## src/rtl/ring_inject_arb.sv

```systemverilog
// Packet-level arbiter merging transit ring traffic and local injection onto ring-out.
// Transit has priority; a weight counter forces a local grant after tw transit packets.
`ifndef PRW_SZ
`define PRW_SZ 64
`endif

module ring_inject_arb #(
    parameter int rdp_sz = `PRW_SZ,
    parameter int tw     = 4,
    parameter int cnt_sz = 4
) (
    input  logic              clk,
    input  logic              reset,
    input  logic              tr_srdy,
    output logic              tr_drdy,
    input  logic [rdp_sz-1:0] tr_data,
    input  logic              tr_eop,
    input  logic              lc_srdy,
    output logic              lc_drdy,
    input  logic [rdp_sz-1:0] lc_data,
    input  logic              lc_eop,
    output logic              ro_srdy,
    input  logic              ro_drdy,
    output logic [rdp_sz-1:0] ro_data,
    output logic              ro_eop,
    output logic [1:0]        owner,
    output logic [15:0]       lc_wait_cyc
);

    typedef enum logic [1:0] {
        IDLE    = 2'b00,
        LOCK_TR = 2'b01,
        LOCK_LC = 2'b10
    } state_t;

    localparam logic [cnt_sz-1:0] TW = cnt_sz'(tw);

    state_t            state_q, state_d;
    logic [cnt_sz-1:0] wcnt_q, wcnt_d;
    logic [15:0]       wait_q, wait_d;
    logic              sel_tr, sel_lc, xfer;

    // Source selection; in IDLE this is the arbitration decision for a first word.
    always_comb begin
        sel_tr = 1'b0;
        sel_lc = 1'b0;
        if (!reset) begin
            case (state_q)
                IDLE: begin
                    if (tr_srdy && (!lc_srdy || wcnt_q < TW))
                        sel_tr = 1'b1;
                    else if (lc_srdy)
                        sel_lc = 1'b1;
                end
                LOCK_TR: sel_tr = 1'b1;
                LOCK_LC: sel_lc = 1'b1;
                default: ;
            endcase
        end
    end

    assign ro_srdy = (sel_tr & tr_srdy) | (sel_lc & lc_srdy);
    assign ro_data = sel_lc ? lc_data : tr_data;
    assign ro_eop  = sel_lc ? lc_eop  : tr_eop;
    assign tr_drdy = sel_tr & ro_drdy;
    assign lc_drdy = sel_lc & ro_drdy;
    assign xfer    = ro_srdy & ro_drdy;

    always_comb begin
        state_d = state_q;
        wcnt_d  = wcnt_q;
        wait_d  = wait_q;
        if (lc_srdy && !lc_drdy && wait_q != 16'hFFFF)
            wait_d = wait_q + 16'd1;
        if (xfer) begin
            case (state_q)
                IDLE: begin
                    // Single-word packets never take the lock.
                    if (!ro_eop)
                        state_d = sel_lc ? LOCK_LC : LOCK_TR;
                    if (sel_lc)
                        wcnt_d = '0;
                    else if (lc_srdy && wcnt_q < TW)
                        wcnt_d = wcnt_q + cnt_sz'(1);
                end
                default: begin
                    if (ro_eop)
                        state_d = IDLE;
                end
            endcase
        end
    end

    always_ff @(posedge clk) begin
        if (reset) begin
            state_q <= IDLE;
            wcnt_q  <= '0;
            wait_q  <= '0;
        end else begin
            state_q <= state_d;
            wcnt_q  <= wcnt_d;
            wait_q  <= wait_d;
        end
    end

    assign owner       = reset ? 2'b00 : state_q;
    assign lc_wait_cyc = wait_q;

endmodule

```

## config.mk

```make
export PLATFORM = sky130hd
export DESIGN_NAME = ring_inject_arb
export DESIGN_NICKNAME = d
export VERILOG_FILES = /design/src/rtl/ring_inject_arb.sv
export SDC_FILE = /design/constraint.sdc
export NUM_CORES = 1
export LEC_CHECK = 0
export CORE_AREA = 2 2 88 90
export CTS_BUF_LIST = sky130_fd_sc_hd__clkbuf_2 sky130_fd_sc_hd__clkbuf_4 sky130_fd_sc_hd__clkbuf_8
export DETAILED_ROUTE_END_ITERATION = 10
export DIE_AREA = 0 0 90 92
export PLACE_DENSITY_LB_ADDON = 0.08
export SLEW_MARGIN = 20
export SYNTH_ARGS = -nofsm -noshare
export SYNTH_HDL_FRONTEND = slang
export SYNTH_SLANG_ARGS = --single-unit
```

## constraint.sdc

```tcl
create_clock -name clk -period 2.8 [get_ports clk]
set_clock_uncertainty 0.05 [all_clocks]
set_input_delay 0.56 -clock clk [delete_from_list [all_inputs] [get_ports clk]]
set_output_delay 0.56 -clock clk [all_outputs]
set_load 0.1 [all_outputs]
```

## Word level (Yosys, flattened, before mapping)

Index checks and enable logic that the tools add are counted.

- $add $sub $neg: 2
- Order comparisons: 1
- Eq/ne operators: 4
- Muxes and demuxes: 16
- Bitwise gates (word level): 6
- Reductions and logical operators: 12

Operators with widths:

| cell | count |
|---|---|
| two-way mux 64 bit | 1 |
| adder 16 x 1 -> 16 bit (second input constant) | 1 |
| != test 16 bit (second input constant) | 1 |
| two-way mux 2 bit | 5 |
| two-way mux 4 bit | 2 |
| two-way mux 1 bit | 6 |
| AND reduction 3 bit | 2 |
| bitwise AND 1 bit | 5 |
| adder 4 x 1 -> 4 bit (second input constant) | 1 |
| logical AND 1 bit | 4 |
| < comparator 4 x 3 -> 1 bit (second input constant) | 1 |
| one-hot mux 1 bit (2 select lines) | 2 |
| nonzero test 2 bit | 2 |
| equality test 2 x 1 -> 1 bit (second input constant) | 1 |
| equality test 2 bit (second input constant) | 1 |
| logical NOT 1 bit | 2 |
| logical NOT 2 bit | 1 |
| != test 2 bit (second input constant) | 1 |
| logical OR 1 bit | 1 |
| bitwise OR 1 bit | 1 |

- Flip-flop bits (word level): 22
- Bits of input ports: 135
- Output and inout bits: 86
- Word-level logic and storage cells: 44

## Longest topological paths before layout

Gate-level depths: netlist of run 1.

- Depth in word-level cells: 10
- Depth in mapped cells: 6
- Depth with buffers taken out: 5

## Worst setup path before layout of run 1

No wires, ideal clock.

- Path type: input-to-output
- Start: in reset
- End: out tr_drdy
- Arrival: 2.308 ns
- Required time: 2.190 ns
- Path slack: -0.118 ns
- Stages on the path: 2
- Buffers on the path: 0
- Cells stage by stage: or3b_2 nor2_1

- Cells in the longest elaborated chain, start to end: 2

RTL lines:

| item | line | text |
|---|---|---|
| from (decl) | 13 | `input logic reset,` |
| two-way mux 1 bit | 47 | `if (!reset) begin` |
| bitwise AND 1 bit | 65 | `assign tr_drdy = sel_tr & ro_drdy;` |
| to (decl) | 15 | `output logic tr_drdy,` |

Every way passes these cells.

## Worst setup path after layout of run 1

- Start: in reset
- End: out ro_data[19]

- Cells in the longest elaborated chain, start to end: 2

RTL lines:

| item | line | text |
|---|---|---|
| two-way mux 1 bit | 47 |  |
| two-way mux 64 bit | 63 | `assign ro_data = sel_lc ? lc_data : tr_data;` |
| to (decl) | 24 | `output logic [rdp_sz-1:0] ro_data,` |

Every way passes these cells.

==> impl_metrics.py, run 1 <==
metrics = {
    "clock_network": {
        "htree_levels": 1,
        "cts_tree": "yes",
        "clk_pin_slew_ns": 0.08,
        "clkLatencyLatePin_ns": 0.27,
        "cts_hold_buf": 0,
        "cts_inserted_buffers": 3,
        "cts_sinks": 22,
        "clockBufferDepth": 2,
        "root_buffer": "clkbuf_8",
    },
    "drt": {
        "wl_um": 10530,
        "final_antenna_net_count": 0,
        "drc": 0,
        "viasPerCell": 4.917,
        "dr.pass1.iters": 4,
        "first_iter_violations": 53,
        "num_vias": 2719,
        "wl_per_cell_um": 19.03,
    },
    "sta": {
        "rsz0062_at_grt": "false",
        "fin_crit_sh": 0.9805,
        "drv_slew": 0,
        "setup_viol": 0,
        "tightest_slew_ns": 0.5286,
        "hold_violations": 0,
        "finalSetupTns_ns": 0,
        "fmax_mhz": 364.3,
        "holdWs_ns": 0.4409,
        "slew_headroom": 0.6460,
        "min_period_ns": 2.745,
    },
    "final_layout": {
        "final_common_cell": "clkdlybuf4s50_1",
        "drive_above_1_share": 0.4257,
        "final_util": 0.7265,
        "nNetsFinal": 589,
        "final_cell_mix": "clkdlybuf4s50_1, buf_12, mux2_4",
        "synthToLayoutAreaGrowth_pct": 143.5,
        "fillers": 531,
        "diodes": 0,
    },
    "placement": {
        "portBuffers": 220,
        "gp_congestion": 0.8038,
        "dp_hpwl_um": 8911,
    },
    "logic_synthesis": {
        "yosys_warnings": 0,
        "synth_top_area_cell": "mux2_4",
        "synthDistinctLibCells": 41,
        "synth_compound_area_frac": 0.1239,
        "netlist_area_sq_um": 2222,
        "async_flop_share": 0,
        "synth_xor_area_frac": 0,
        "syn_inst": 224,
        "synth.area.top_cells": "mux2_4, dfxtp_1, mux2_2",
        "synthAdderAreaFrac": 0.01126,
        "synth_top_cell_area_share": 0.2635,
        "synth_top_family_by_area": "multiplexers",
        "synth_nets": 361,
        "synthMuxAreaShare": 0.4257,
        "synth_ff_type": "dfxtp_1",
        "synth-seq-cells": 22,
        "synth_simple_gate_area_frac": 0.1898,
        "synth_edf_count": 0,
        "synth_area_per_cell_sq_um": 9.920,
        "seq_area_frac_synth": 0.1982,
    },
    "floorplanning": {
        "rows": 32,
        "core_area_sq_um": 7447,
        "die_y_um": 92,
        "start_util": 0.2984,
        "num_io_pins": 221,
        "die_area_sq_um": 8280,
        "fp.dieW_um": 90,
    },
    "pwr": {
        "p_leak_nw": 2.195,
        "power.density_nw_per_um2": 373.1,
        "report.power.total_mw": 2.018,
        "peakVddDrop_mv": 0.3570,
    },
    "setup_path": {
        "start_kind": "primary input",
        "crit_chain": "dlygate4sd2_1, or2_4, nor2_4, buf_12, buf_12, mux2_2, buf_12",
        "required_ns": 2.19,
        "crit_fanout": 16,
        "slowest_delay_ns": 0.37,
        "critPathKind": "primary input to output port",
        "cpMaxStageDelayCell": "mux2_2",
        "cp-end-kind": "output port",
        "crit_arrival_ns": 2.14,
        "cp_common_cell": "buf_12",
    },
    "global_routing": {
        "grt_usage": 0.2468,
        "grt_max_degree": 33,
        "overflow": 0,
        "grt_pass1_vias": 2738,
        "antenna_found_initial": 1,
        "grt_pass1_wl_um": 16040,
    },
    "outcome": {
        "outcome": "completed",
    },
    "run": {
        "drv_cap": 0,
    },
    "hold_path": {
        "worst_hold_path_type": "flop to flop",
    },
}
[per-stage QoR]
| stage | instances | setup WS [ns] | area, sq um |
|---|---|---|---|
| floorplan | 224 | 0.009925 | 2227 |
| global route | 553 | 0.01244 | 5410 |
| CTS | 554 | 0.002253 | 5472 |
| detailed placement | 544 | -0.2102 | 5274 |
| finish | 553 | 0.05471 | 5410 |
| global placement | 544 | -0.2035 | 5274 |
[sequential cells by signal (all words and copies together), names as in the netlist]
register     cells
lc_wait_cyc     16
state_q          2
wcnt_q           4
[per-layer routing]
metal	track usage	part of all wire	vias to the layer above	wire, um
li1	-	-	1308	-
met1	0.2974	0.41	1261	4293
met2	0.4267	0.49	125	5118
met3	0.07395	0.078	23	822
met4	0.06923	0.027	2	280
met5	0	0.00095	-	10
[kinds of logic (layout without fill, tap and decap cells)]
kind of cell,Yosys count,count (layout)
buf+inv,19,246
mux,71,71
flops,22,22
compound gates,43,43
simple gates,67,67
fa+ha+maj,2,2
[cell usage after synthesis (4+ instances only)]
library cell / instances
a21oi_1: 17
buf_2: 4
buf_6: 5
clkbuf_1: 5
dfxtp_1: 22
inv_1: 5
mux2_2: 32
mux2_4: 39
nand2_1: 4
nand3_1: 5
nor2_1: 14
nor2b_1: 8
nor4_1: 4
o21ai_0: 8
o31ai_1: 6
or4_1: 6
[final timing paths]
path | depth (start not counted) | slack (ns) | to | from
hold / removal | 2 | 0.44 | wcnt_q[1]$_SDFFE_PP0P_ | wcnt_q[1]$_SDFFE_PP0P_
hold reg to reg | 2 | 0.44 | wcnt_q[1]$_SDFFE_PP0P_ | wcnt_q[1]$_SDFFE_PP0P_
setup / recovery | 7 | 0.05 | ro_data[19] | reset
setup reg to reg | 6 | 0.87 | lc_wait_cyc[9]$_SDFFE_PP0P_ | lc_wait_cyc[0]$_SDFFE_PP0P_
[layout make-up]
class / count / area [sq um] / share of cell area
timing repair buffer: 237 / 3057 / 0.5650
sequential: 22 / 445.4 / 0.08233
clock buffer: 3 / 41.29 / 0.007632
multi-input combinational: 183 / 1690 / 0.3124
inverter: 5 / 18.77 / 0.003469
tap: 102 / 127.6 / 0.02359
clock inverter: 1 / 30.03 / 0.005550
[critical path: cells and delay by family]
| kind | cells | cell delay [ns] |
|---|---|---|
| and+or+nand+nor | 2 | 0.40 |
| buffers and inverters | 4 | 0.78 |
| muxes | 1 | 0.37 |
[power by group]
part           switching [mW]  internal [mW]
Sequential            0.00541          0.316
Combinational           0.795          0.602
Clock                   0.109          0.191
Total                   0.909           1.11
[timing repair]
| item | 4_1_cts | 5_1_grt |
|---|---|---|
| setup endpoints to repair | 66 | 23 |
| pin swaps | 2 | 2 |
| gates resized for setup | 9 | 4 |
| cloned | 2 | 0 |
| setup buffers | 5 | 2 |
(Power assumes the default switching activity.)
==> run 2, diff against run 1 <==
CTS_CLUSTER_SIZE = 14   (was unset)
==> results of run 2 <==
The final DEF is identical to that of run 1; final timing and power are the same.
